### config.mk
export PLATFORM = sky130hd
export DESIGN_NAME = pwm_regbank
export DESIGN_NICKNAME = d
export VERILOG_FILES = /design/src/rtl/pwm_regbank_pkg.sv /design/src/rtl/pwm_chan_regs.sv /design/src/rtl/pwm_regbank.sv
export SDC_FILE = /design/constraint.sdc
export NUM_CORES = 1
export LEC_CHECK = 0
export CORE_ASPECT_RATIO = 1.4
export CORE_MARGIN = 5
export CORE_UTILIZATION = 50
export CTS_CLUSTER_DIAMETER = 40
export DETAILED_ROUTE_END_ITERATION = 6
export HOLD_SLACK_MARGIN = 0.08
export PLACE_DENSITY = 0.73
export REMOVE_ABC_BUFFERS = 1
export SLEW_MARGIN = 20
export SYNTH_ARGS = -nofsm -noshare
export SYNTH_HDL_FRONTEND = slang
export SYNTH_SLANG_ARGS = --single-unit
### constraint.sdc
create_clock -name clk1d -period 6.3 [get_ports clk1d]
set_input_delay 1.26 -clock clk1d [delete_from_list [all_inputs] [get_ports clk1d]]
set_output_delay 1.26 -clock clk1d [all_outputs]
set_load 0.02 [all_outputs]
### src/rtl/pwm_regbank_pkg.sv
// Shared types and constants for the PWM compare-register bank.
// The bank holds a two-state commit FSM and the per-channel byte-lane offsets.
package pwm_regbank_pkg;

  typedef enum logic {
    IDLE  = 1'b0,
    ARMED = 1'b1
  } state_e;

  localparam logic [1:0] OFS_B0  = 2'd0;
  localparam logic [1:0] OFS_B1  = 2'd1;
  localparam logic [1:0] OFS_B2  = 2'd2;
  localparam logic [1:0] OFS_RSV = 2'd3;

  function automatic int unsigned commit_addr(input int unsigned nch);
    return 4 * nch;
  endfunction

endpackage

### src/rtl/pwm_chan_regs.sv
// One channel of the compare bank: byte-writable scratch, staged copy and
// the active compare value driven to the PWM core.
module pwm_chan_regs
  import pwm_regbank_pkg::*;
#(
  parameter int unsigned          PWMWIDTH  = 20,
  parameter logic [PWMWIDTH-1:0]  RESET_CMP = 20'hA0002
) (
  input  logic                clk1d,
  input  logic                rst,
  input  logic                wr_en,
  input  logic [1:0]          wr_ofs,
  input  logic [7:0]          wr_data,
  input  logic                stage,
  input  logic                load_staged,
  input  logic                load_scratch,
  output logic [PWMWIDTH-1:0] cmp
);

  localparam int unsigned HIW = PWMWIDTH - 16;

  logic [PWMWIDTH-1:0] scratch_q, scratch_d;
  logic [PWMWIDTH-1:0] staged_q, staged_d;
  logic [PWMWIDTH-1:0] active_q, active_d;

  always_comb begin
    scratch_d = scratch_q;
    if (wr_en) begin
      case (wr_ofs)
        OFS_B0:  scratch_d[7:0]           = wr_data;
        OFS_B1:  scratch_d[15:8]          = wr_data;
        OFS_B2:  scratch_d[PWMWIDTH-1:16] = wr_data[HIW-1:0];
        default: scratch_d                = scratch_q;
      endcase
    end
  end

  // Staging and commit both read the pre-edge registers, so a same-cycle
  // stage + staged-commit moves the old staged value into active.
  always_comb begin
    staged_d = stage ? scratch_q : staged_q;
    active_d = active_q;
    if (load_scratch) begin
      active_d = scratch_q;
    end else if (load_staged) begin
      active_d = staged_q;
    end
  end

  always_ff @(posedge clk1d or posedge rst) begin
    if (rst) begin
      scratch_q <= RESET_CMP;
      staged_q  <= RESET_CMP;
      active_q  <= RESET_CMP;
    end else begin
      scratch_q <= scratch_d;
      staged_q  <= staged_d;
      active_q  <= active_d;
    end
  end

  assign cmp = active_q;

endmodule

### src/rtl/pwm_regbank.sv
// Multi-channel triple-buffered compare bank: address decode, commit FSM and
// pulse outputs; commits update every channel's active value on the same edge.
module pwm_regbank
  import pwm_regbank_pkg::*;
#(
  parameter int unsigned          NCH       = 2,
  parameter int unsigned          PWMWIDTH  = 20,
  parameter int unsigned          REGBITS   = 5,
  parameter logic [PWMWIDTH-1:0]  RESET_CMP = 20'hA0002
) (
  input  logic                    clk1d,
  input  logic                    rst,
  input  logic [REGBITS-1:0]      reg_addr,
  input  logic [7:0]              reg_data,
  input  logic                    reg_valid,
  input  logic                    period_start,
  output logic [NCH*PWMWIDTH-1:0] cmp,
  output logic                    commit_pending,
  output logic                    commit_done,
  output logic                    err_addr
);

  localparam logic [REGBITS-1:0] COMMIT_ADDR = REGBITS'(commit_addr(NCH));

  state_e state_q, state_d;
  logic   commit_done_q, commit_done_d;
  logic   err_addr_q, err_addr_d;

  logic   in_chan_range;
  logic   wr_commit;
  logic   wr_imm;
  logic   stage;
  logic   load_staged;
  logic   load_scratch;

  assign in_chan_range = (reg_addr < COMMIT_ADDR);
  assign wr_commit     = reg_valid && (reg_addr == COMMIT_ADDR);
  assign wr_imm        = wr_commit && reg_data[0];

  always_ff @(posedge clk1d or posedge rst) begin
    if (rst) begin
      state_q <= IDLE;
    end else begin
      state_q <= state_d;
    end
  end

  always_comb begin
    state_d = state_q;
    case (state_q)
      IDLE: begin
        if (wr_commit && !wr_imm) begin
          state_d = ARMED;
        end
      end
      ARMED: begin
        if (wr_imm) begin
          state_d = IDLE;
        end else if (wr_commit) begin
          state_d = ARMED;
        end else if (period_start) begin
          state_d = IDLE;
        end
      end
      default: state_d = IDLE;
    endcase
  end

  // An immediate commit outranks a coincident period-boundary commit.
  always_comb begin
    stage         = wr_commit;
    load_scratch  = wr_imm;
    load_staged   = (state_q == ARMED) && period_start && !wr_imm;
    commit_done_d = load_scratch || load_staged;
    err_addr_d    = reg_valid &&
                    ((reg_addr > COMMIT_ADDR) ||
                     (in_chan_range && (reg_addr[1:0] == OFS_RSV)));
  end

  always_ff @(posedge clk1d or posedge rst) begin
    if (rst) begin
      commit_done_q <= 1'b0;
      err_addr_q    <= 1'b0;
    end else begin
      commit_done_q <= commit_done_d;
      err_addr_q    <= err_addr_d;
    end
  end

  assign commit_pending = (state_q == ARMED);
  assign commit_done    = commit_done_q;
  assign err_addr       = err_addr_q;

  genvar gi;
  generate
    for (gi = 0; gi < NCH; gi++) begin : g_chan
      logic chan_we;

      assign chan_we = reg_valid && in_chan_range &&
                       (reg_addr[REGBITS-1:2] == (REGBITS-2)'(gi));

      pwm_chan_regs #(
        .PWMWIDTH  (PWMWIDTH),
        .RESET_CMP (RESET_CMP)
      ) u_chan (
        .clk1d        (clk1d),
        .rst          (rst),
        .wr_en        (chan_we),
        .wr_ofs       (reg_addr[1:0]),
        .wr_data      (reg_data),
        .stage        (stage),
        .load_staged  (load_staged),
        .load_scratch (load_scratch),
        .cmp          (cmp[gi*PWMWIDTH +: PWMWIDTH])
      );
    end
  endgenerate

endmodule

After elaboration in Yosys (flattened, before gate mapping). Index checks and enable logic that the tools add are counted.

$lt $le $gt $ge: 2. Equal/unequal tests: 5. Mux-type cells: 9. Bitwise operators: 1. Reduce and logical (&&, ||, !) cells: 22.

Operators by type and width (number): 20-bit 2-to-1 mux (4); 2-bit AND reduction (6); 1-bit logical AND (10); 5-bit by 4-bit == test with 1-bit output, second input constant (1); 5-bit by 4-bit greater-than comparator with 1-bit output, second input constant (1); 5-bit by 4-bit < comparator with 1-bit output, second input constant (1); 2-bit == test, second input constant (2); 1-bit 2-to-1 mux (4); 3-bit by 1-bit == test with 1-bit output, second input constant (1); 3-bit zero test (1); 2-bit by 1-bit == test with 1-bit output, second input constant (1); 2-bit zero test (1); 1-bit logical OR (2); 1-bit case mux with 2 select lines (1); 2-bit nonzero test (1); 1-bit zero test (1); 1-bit NOT (1).

Flip-flop bits (word level): 123. Bits of input ports: 17. Word-level logic and storage cells: 52.

Longest topological paths before layout. Gate-level depths: netlist of run 1.

Depth in word-level cells: 7. Gate-level depth with buffers: 4. Gate-level depth less buffers: 3.

Hierarchy. A second synthesis of run 1 with hierarchy kept.

Cells, all modules: 363. Area, all modules: 5016.1 um2.

Modules (own cells, without submodules): pwm_chan_regs (times used 2, cells each 172, area each 2414.8 um2); pwm_regbank (times used 1, cells each 19, area each 186.4 um2).

Worst setup path before layout of run 1. Ideal clock, no wire load.

Path type: input -> register. Start: input port period_start. End: register g_chan[0].u_chan.active_q[0]. Setup time: 0.128 ns. Arrival time: 2.360 ns. Data required time: 6.172 ns. Setup slack: 3.812 ns. Cell stages on the path: 4. Path buffers: 1. Cell sequence: nand2_1 buf_1 mux2_2 mux2_1.

Word-level cells in the longest chain between the ends: 3.

RTL lines: from (decl) (RTL line pwm_regbank.sv:16) `input logic period_start,`; 1-bit logical AND (2 in series) (RTL line pwm_regbank.sv:73) `load_staged = (state_q == ARMED) && period_start && !wr_imm;`; 2-bit nonzero test (no line); to (signal assigned) (RTL line pwm_chan_regs.sv:58) `active_q <= active_d;`; to (decl) (RTL line pwm_chan_regs.sv:24) `logic [PWMWIDTH-1:0] active_q, active_d;`.

Every way passes these cells. A chain may end at the register's enable or synchronous reset.

Final worst setup path of run 1.
Start: input port reg_addr[1]. End: register g_chan[0].u_chan.active_q[5].

Word-level cells in the longest chain between the ends: 6. Elaborated cells between the ends (all ways): 7.

RTL lines: from (decl) (RTL line pwm_regbank.sv:13) `input logic [REGBITS-1:0] reg_addr,`; 5-bit by 4-bit == test with 1-bit output * (RTL line pwm_regbank.sv:37) `assign wr_commit = reg_valid && (reg_addr == COMMIT_ADDR);`; 1-bit logical AND * (RTL line pwm_regbank.sv:37); 1-bit logical AND * (RTL line pwm_regbank.sv:38) `assign wr_imm = wr_commit && reg_data[0];`; 1-bit zero test (RTL line pwm_regbank.sv:73); 1-bit logical AND (RTL line pwm_regbank.sv:73); 2-bit nonzero test (no line).

Every way passes the cells marked *; elsewhere a longest branch is shown, timed or not.

==> results of run 1 <==
[power by group through the flow]
stage / Clock, W / Combinational (W) / Sequential, W
2_1_floorplan: 0 / 0.000132 / 0.00100
3_3_place_gp: 0 / 0.000244 / 0.000981
3_5_place_dp: 0 / 0.000252 / 0.000988
4_1_cts: 0.000943 / 0.000254 / 0.000976
5_1_grt: 0.000983 / 0.000272 / 0.000989
6_report: 0.000919 / 0.000249 / 0.000975
[layer usage]
| layer | vias to the layer above | wire length [µm] |
|---|---|---|
| met1 | 1426 | 3830 |
| met3 | 4 | 336 |
| li1 | 1290 | - |
| met5 | - | 0 |
| met4 | 0 | 71 |
| met2 | 50 | 4930 |
[logic make-up (layout without fill, tap and decap cells)]
| logic type | after synthesis | count (layout) | synth area share [%] |
|---|---|---|---|
| muxes | 161 | 161 | 35.5 |
| AOI/OAI and AO/OA | 2 | 2 | 0.245 |
| buffers and inverters | 13 | 94 | 1.15 |
| and+or+nand+nor | 19 | 19 | 2.26 |
| DFF | 123 | 123 | 60.8 |
[cell usage in the layout, fill, tap and decap left out, types with 2 or more instances in the layout]
cell / n
mux2_2: 121
buf_4: 2
clkbuf_1: 4
clkdlybuf4s50_1: 59
dfstp_2: 18
clkbuf_16: 17
nor2b_1: 2
nor2_1: 2
mux2_1: 39
nand2_2: 2
dfrtp_1: 105
nand2_4: 2
nand2_1: 5
clkbuf_8: 3
and4bb_2: 2
clkinv_2: 5
bufinv_16: 2
[critical path: cells and delay by family]
kind                   cells  cell delay (ns)
buffers and inverters      2             0.91
AND/OR/NAND/NOR            2             0.89
multiplexers               1             0.36
[sequential cells by signal, summed over array words and instances, names as in the netlist]
signal                   cells
commit_done                  1
commit_pending               1
err_addr                     1
g_chan.u_chan.cmp           40
g_chan.u_chan.scratch_q     40
g_chan.u_chan.staged_q      40
[through the flow]
step	utilization (%)	std cells
after CTS	64.3	534
after global placement	58.6	502
after floorplan	-	306
final	64.5	534
after global routing	64.5	534
after detailed placement	58.6	502
[area by class of cell]
type / instances / area (µm²)
Inverter: 1 / 6.26
Fill cell: 747 / 3540
Tap cell: 135 / 169
Timing Repair Buffer: 61 / 606
Multi-Input combinational cell: 182 / 1960
Sequential cell: 123 / 3100
Clock buffer: 24 / 482
Clock inverter: 8 / 92.6
[final timing paths]
kind / from / to / cells past startpoint
setup / recovery: reg_addr[1] / g_chan[0].u_chan.cmp[5] / 5
hold / removal: g_chan[1].u_chan.staged_q[15] / g_chan[1].u_chan.staged_q[15] / 1
setup reg to reg: commit_pending / g_chan[0].u_chan.cmp[5] / 3
hold reg to reg: g_chan[1].u_chan.staged_q[15] / g_chan[1].u_chan.staged_q[15] / 1
max in group asynchronous: rst / g_chan[0].u_chan.cmp[8] / 3
min in group asynchronous: rst / commit_done / 2
==> impl_metrics.ini, run 1 <==
[outcome]
status = complete, no violations

[clocking]
postCtsHoldBufs = 0
cts_num_sinks = 123
cts_root_buffer = clkbuf_16
htree_levels = 4
post_cts_buffers = 0
cts_tree = done
clock_latency_ns = 0.40
numCtsBuffers = 17
clk_path_buf_depth = 2
clk_pin_slew_ns = 0.05
cts_resized = 0

[sta]
skew_ns = 0.00910
timing.max_slew.rel_slack_pct = 47.1
drv_slew = 0
fmax_mhz = 316
worst_pin_slew_ns = 0.794
whs_ns = 0.487
worst_slack_ns = 3.13
rsz0062_at_grt = false
finalCriticalPeriod_ns = 3.17
setup_viol = 0
timing.final.hold_violations = 0
period_share_pct = 50.3
finalSetupTns_ns = 0

[grt]
top_usage_layer = met2
grt_max_degree = 67
grt_use_met1_pct = 20.6
met2_usage_pct = 27.7
track_usage_pct = 17.0
grt_use_met3_pct = 6.27
antenna_found_initial = 0
grt_pass1_vias = 3002
overflow = 0
grt_pass1_wl_um = 15300

[pwr]
p_sw_w = 0.000473
intPower_w = 0.00167
p_per_area_mw_per_mm2 = 334
p_seq_share_pct = 45.5
comb_power_share_pct = 11.6
p_leak_nw = 3.09
switching_share_pct = 22.1
power_w = 0.00214
p_clk_share_pct = 42.9
ir_drop_mv = 0.196

[drt]
vias = 2770
drc_errors = 0
drt_pass1_iterations = 4
detail-route-antenna-nets = 0
drt-vias-per-instance = 5.19
drt_first_iter_violations = 105
wire_per_inst_um = 17.2
routed_wl_um = 9170

[synthesis]
postSynthAreaPerCell_um2 = 16.0
netlist_top_cells_area = dfrtp_1 52%, mux2_2 27%, dfstp_2 9.3%
ys.flop_type = dfrtp_1
synth_commonest_cells = 121 x mux2_2, 105 x dfrtp_1, 39 x mux2_1
synth.distinct_cells = 19
syn_inst = 318
netlist_area_mm2 = 0.00510
synth_most_common_cell = mux2_2
synth-seq-cells = 123
ys_seq_area_share_pct = 60.8
yosysTopAreaCell = dfrtp_1
synth-edff-count = 0
yosys.area.top_type_share_pct = 51.5
ys_async_sr_fraction_pct = 100
ys_warn_count = 0

[placement]
dp_hpwl_um = 5640
io_buffers = 59
placed_area_mm2 = 0.00583
gp_congestion = 0.695
detailedPlace.worstSlack_ns = 2.76

[critical_path]
crit_slowest_cell = nand3_2
required_ns = 6.58
critPathKind = primary input to flop
cp.arrival_ns = 3.44
reg2reg_setup_slack_ns = 4.56
max_stage_delay_ns = 0.50
critical_path.cell_chain = clkdlybuf4s50_1, nor2_1, nand3_2, buf_4, mux2_1
start_kind = primary input
critical_path_peak_fanout = 26
cp-end-kind = flop

[cells_and_area]
drive_gt1_share_pct = 44.6
nNetsFinal = 403
area_delta_synth_final_pct = 25.8
antennaDiodeCount = 0
postLayoutCellArea_mm2 = 0.00641

[die]
rows = 43
die_h_um = 129
io_pins = 60
die_x_um = 95.3
start_util_pct = 51.2
core_mm2 = 0.00995
die_area_mm2 = 0.0123

[flow_run]
maxCapViolCount = 0

[hold_path]
hold_path.class = flop to flop
Note: power is estimated with default switching activity, not from simulation.
==> inputs of run 2 (changes only) <==
--- a/config.mk
+++ b/config.mk
@@ -11,7 +11,7 @@
 export CTS_CLUSTER_DIAMETER = 40
 export DETAILED_ROUTE_END_ITERATION = 6
 export HOLD_SLACK_MARGIN = 0.08
-export PLACE_DENSITY = 0.73
+export PLACE_DENSITY = 0.75
 export REMOVE_ABC_BUFFERS = 1
 export SLEW_MARGIN = 20
 export SYNTH_ARGS = -nofsm -noshare
==> constraint.sdc (replaced) <==
create_clock -name clk1d -period 2.8 [get_ports clk1d]
set_input_delay 0.56 -clock clk1d [delete_from_list [all_inputs] [get_ports clk1d]]
set_output_delay 0.56 -clock clk1d [all_outputs]
set_load 0.02 [all_outputs]
==> impl_metrics.ini, run 2 (synthesized netlist as in run 1, its figures left out) <==
[placement]
gp_congestion = 0.753
dp_hpwl_um = 6090
placed_cells = 506
detailedPlace.worstSlack_ns = 0.547
io_buffers = 59

[drt]
routed_wl_um = 9540
drt_first_iter_violations = 132
drt-vias-per-instance = 5.27
detail-route-antenna-nets = 0
vias = 2837
drt_pass1_iterations = 4
wire_per_inst_um = 17.7
drc_errors = 0

[pwr]
comb_power_share_pct = 11.5
p_sw_w = 0.00112
p_leak_nw = 3.11
p_seq_share_pct = 44.5
intPower_w = 0.00383
p_clk_share_pct = 44.0
ir_drop_mv = 0.473
p_per_area_mw_per_mm2 = 759
switching_share_pct = 22.6

[cells_and_area]
mostFrequentLayoutCell = mux2_2
nNetsFinal = 407
final_cell_mix = 121 x mux2_2, 105 x dfrtp_1, 59 x clkdlybuf4s50_1
antennaDiodeCount = 0
drive_gt1_share_pct = 45.9
area_delta_synth_final_pct = 27.8
finalNonFillerCells = 538
n_fill_cell = 709

[critical_path]
cp-end-kind = output port
critical_path.cell_chain = clkdlybuf4s50_1
cp-endpoint = cmp[39]
r2r_cells = 4
critPathKind = flop to output port
crit_family = buffers and inverters
r2r_start = commit_pending
cp.arrival_ns = 1.55
setup.worst_path.start = g_chan[1].u_chan.cmp[19]
start_kind = flop
critical_path_peak_fanout = 2
r2r-end = g_chan[0].u_chan.cmp[5]
path_buf_inv = 1
path_depth = 1
max_stage_delay_ns = 0.61
required_ns = 2.24
reg2reg_setup_slack_ns = 1.26
crit_slowest_cell = clkdlybuf4s50_1

[die]
die_area_mm2 = 0.0123
die_h_um = 129
rows = 43
core_mm2 = 0.00995
io_pins = 60
die_x_um = 95.3
start_util_pct = 51.2

[sta]
worst_pin_slew_ns = 0.420
rsz0062_at_grt = false
timing.final.hold_violations = 0
timing.max_slew.rel_slack_pct = 72.0
period_share_pct = 75.4
finalCriticalPeriod_ns = 2.11
worst_slack_ns = 0.690
skew_ns = 0.00625
setup_viol = 0
fmax_mhz = 474
drv_slew = 0

[grt]
grt_max_degree = 63
overflow = 0
track_usage_pct = 17.6
antenna_found_initial = 0
grt_pass1_wl_um = 16300
grt_pass1_vias = 3245

[clocking]
postCtsHoldBufs = 0
htree_levels = 4
cts_num_sinks = 123
cts_root_buffer = clkbuf_16
cts_resized = 0
cts_tree = done
clock_latency_ns = 0.40
clk_pin_slew_ns = 0.05
clk_path_buf_depth = 2
post_cts_buffers = 0
numCtsBuffers = 17

[hold_path]
hold_path.class = flop to flop

[flow_run]
maxCapViolCount = 0

[outcome]
status = complete, no violations
## run 2: cell types whose count changed in the layout (fill, tap and decap cells not counted), sizes merged
cell / previous run / this run
buf: 2 / 6
clkinv: 5 / 4
bufinv: 2 / 3
clkinvlp: 1 / 5
clkbuf: 24 / 20
## run 2: through the flow
stage / util [%] / hold slack (ns) / power [W] / cell area [µm²] / TNS, ns
6_report: 65.5 / 0.497 / 0.00495 / 6520 / 0
3_5_place_dp: 59.4 / 0.490 / 0.00281 / 5910 / 0
3_3_place_gp: 59.4 / 0.470 / 0.00277 / 5910 / 0
5_1_grt: 65.5 / 0.509 / 0.00516 / 6520 / 0
2_1_floorplan: - / 0.460 / 0.00255 / 5040 / -107.49
4_1_cts: 65.5 / 0.502 / 0.00500 / 6520 / 0
## run 2: worst min path at each step
stage                                       start                       endpoint  depth (start not counted)
finish              g_chan[0].u_chan.staged_q[12]  g_chan[0].u_chan.staged_q[12]                          1
floorplan           g_chan[1].u_chan.staged_q[14]  g_chan[1].u_chan.staged_q[14]                          1
CTS                 g_chan[0].u_chan.scratch_q[7]        g_chan[0].u_chan.cmp[7]                          1
global placement    g_chan[1].u_chan.staged_q[15]  g_chan[1].u_chan.staged_q[15]                          1
detailed placement   g_chan[1].u_chan.staged_q[7]   g_chan[1].u_chan.staged_q[7]                          1
global route         g_chan[1].u_chan.staged_q[6]   g_chan[1].u_chan.staged_q[6]                          1
## run 2: power by group through the flow
stage          sequential [W]  combinational, W  clock, W
2_1_floorplan         0.00225          0.000297         0
3_3_place_gp          0.00222          0.000555         0
3_5_place_dp          0.00224          0.000577         0
4_1_cts               0.00221          0.000582   0.00221
5_1_grt               0.00224          0.000622   0.00230
6_report              0.00220          0.000569   0.00218
## run 2: area by class of cell
cell class	count	area, µm²	area share [%]
Sequential cell	123	3100	47.6
Multi-Input combinational cell	182	1950	29.9
Timing Repair Buffer	65	686	10.5
Clock buffer	20	457	7.01
Tap cell	135	169	2.59
Clock inverter	12	148	2.27
Inverter	1	6.26	0.0960
## run 2: layer usage
metal / vias to the layer above / share of wire (%) / track usage, %
met1: 1481 / 41 / 20.8
met5: - / 0 / 0
li1: 1293 / - / -
met2: 55 / 54 / 30.4
met4: 0 / 1.3 / 6.80
met3: 8 / 3.5 / 4.76
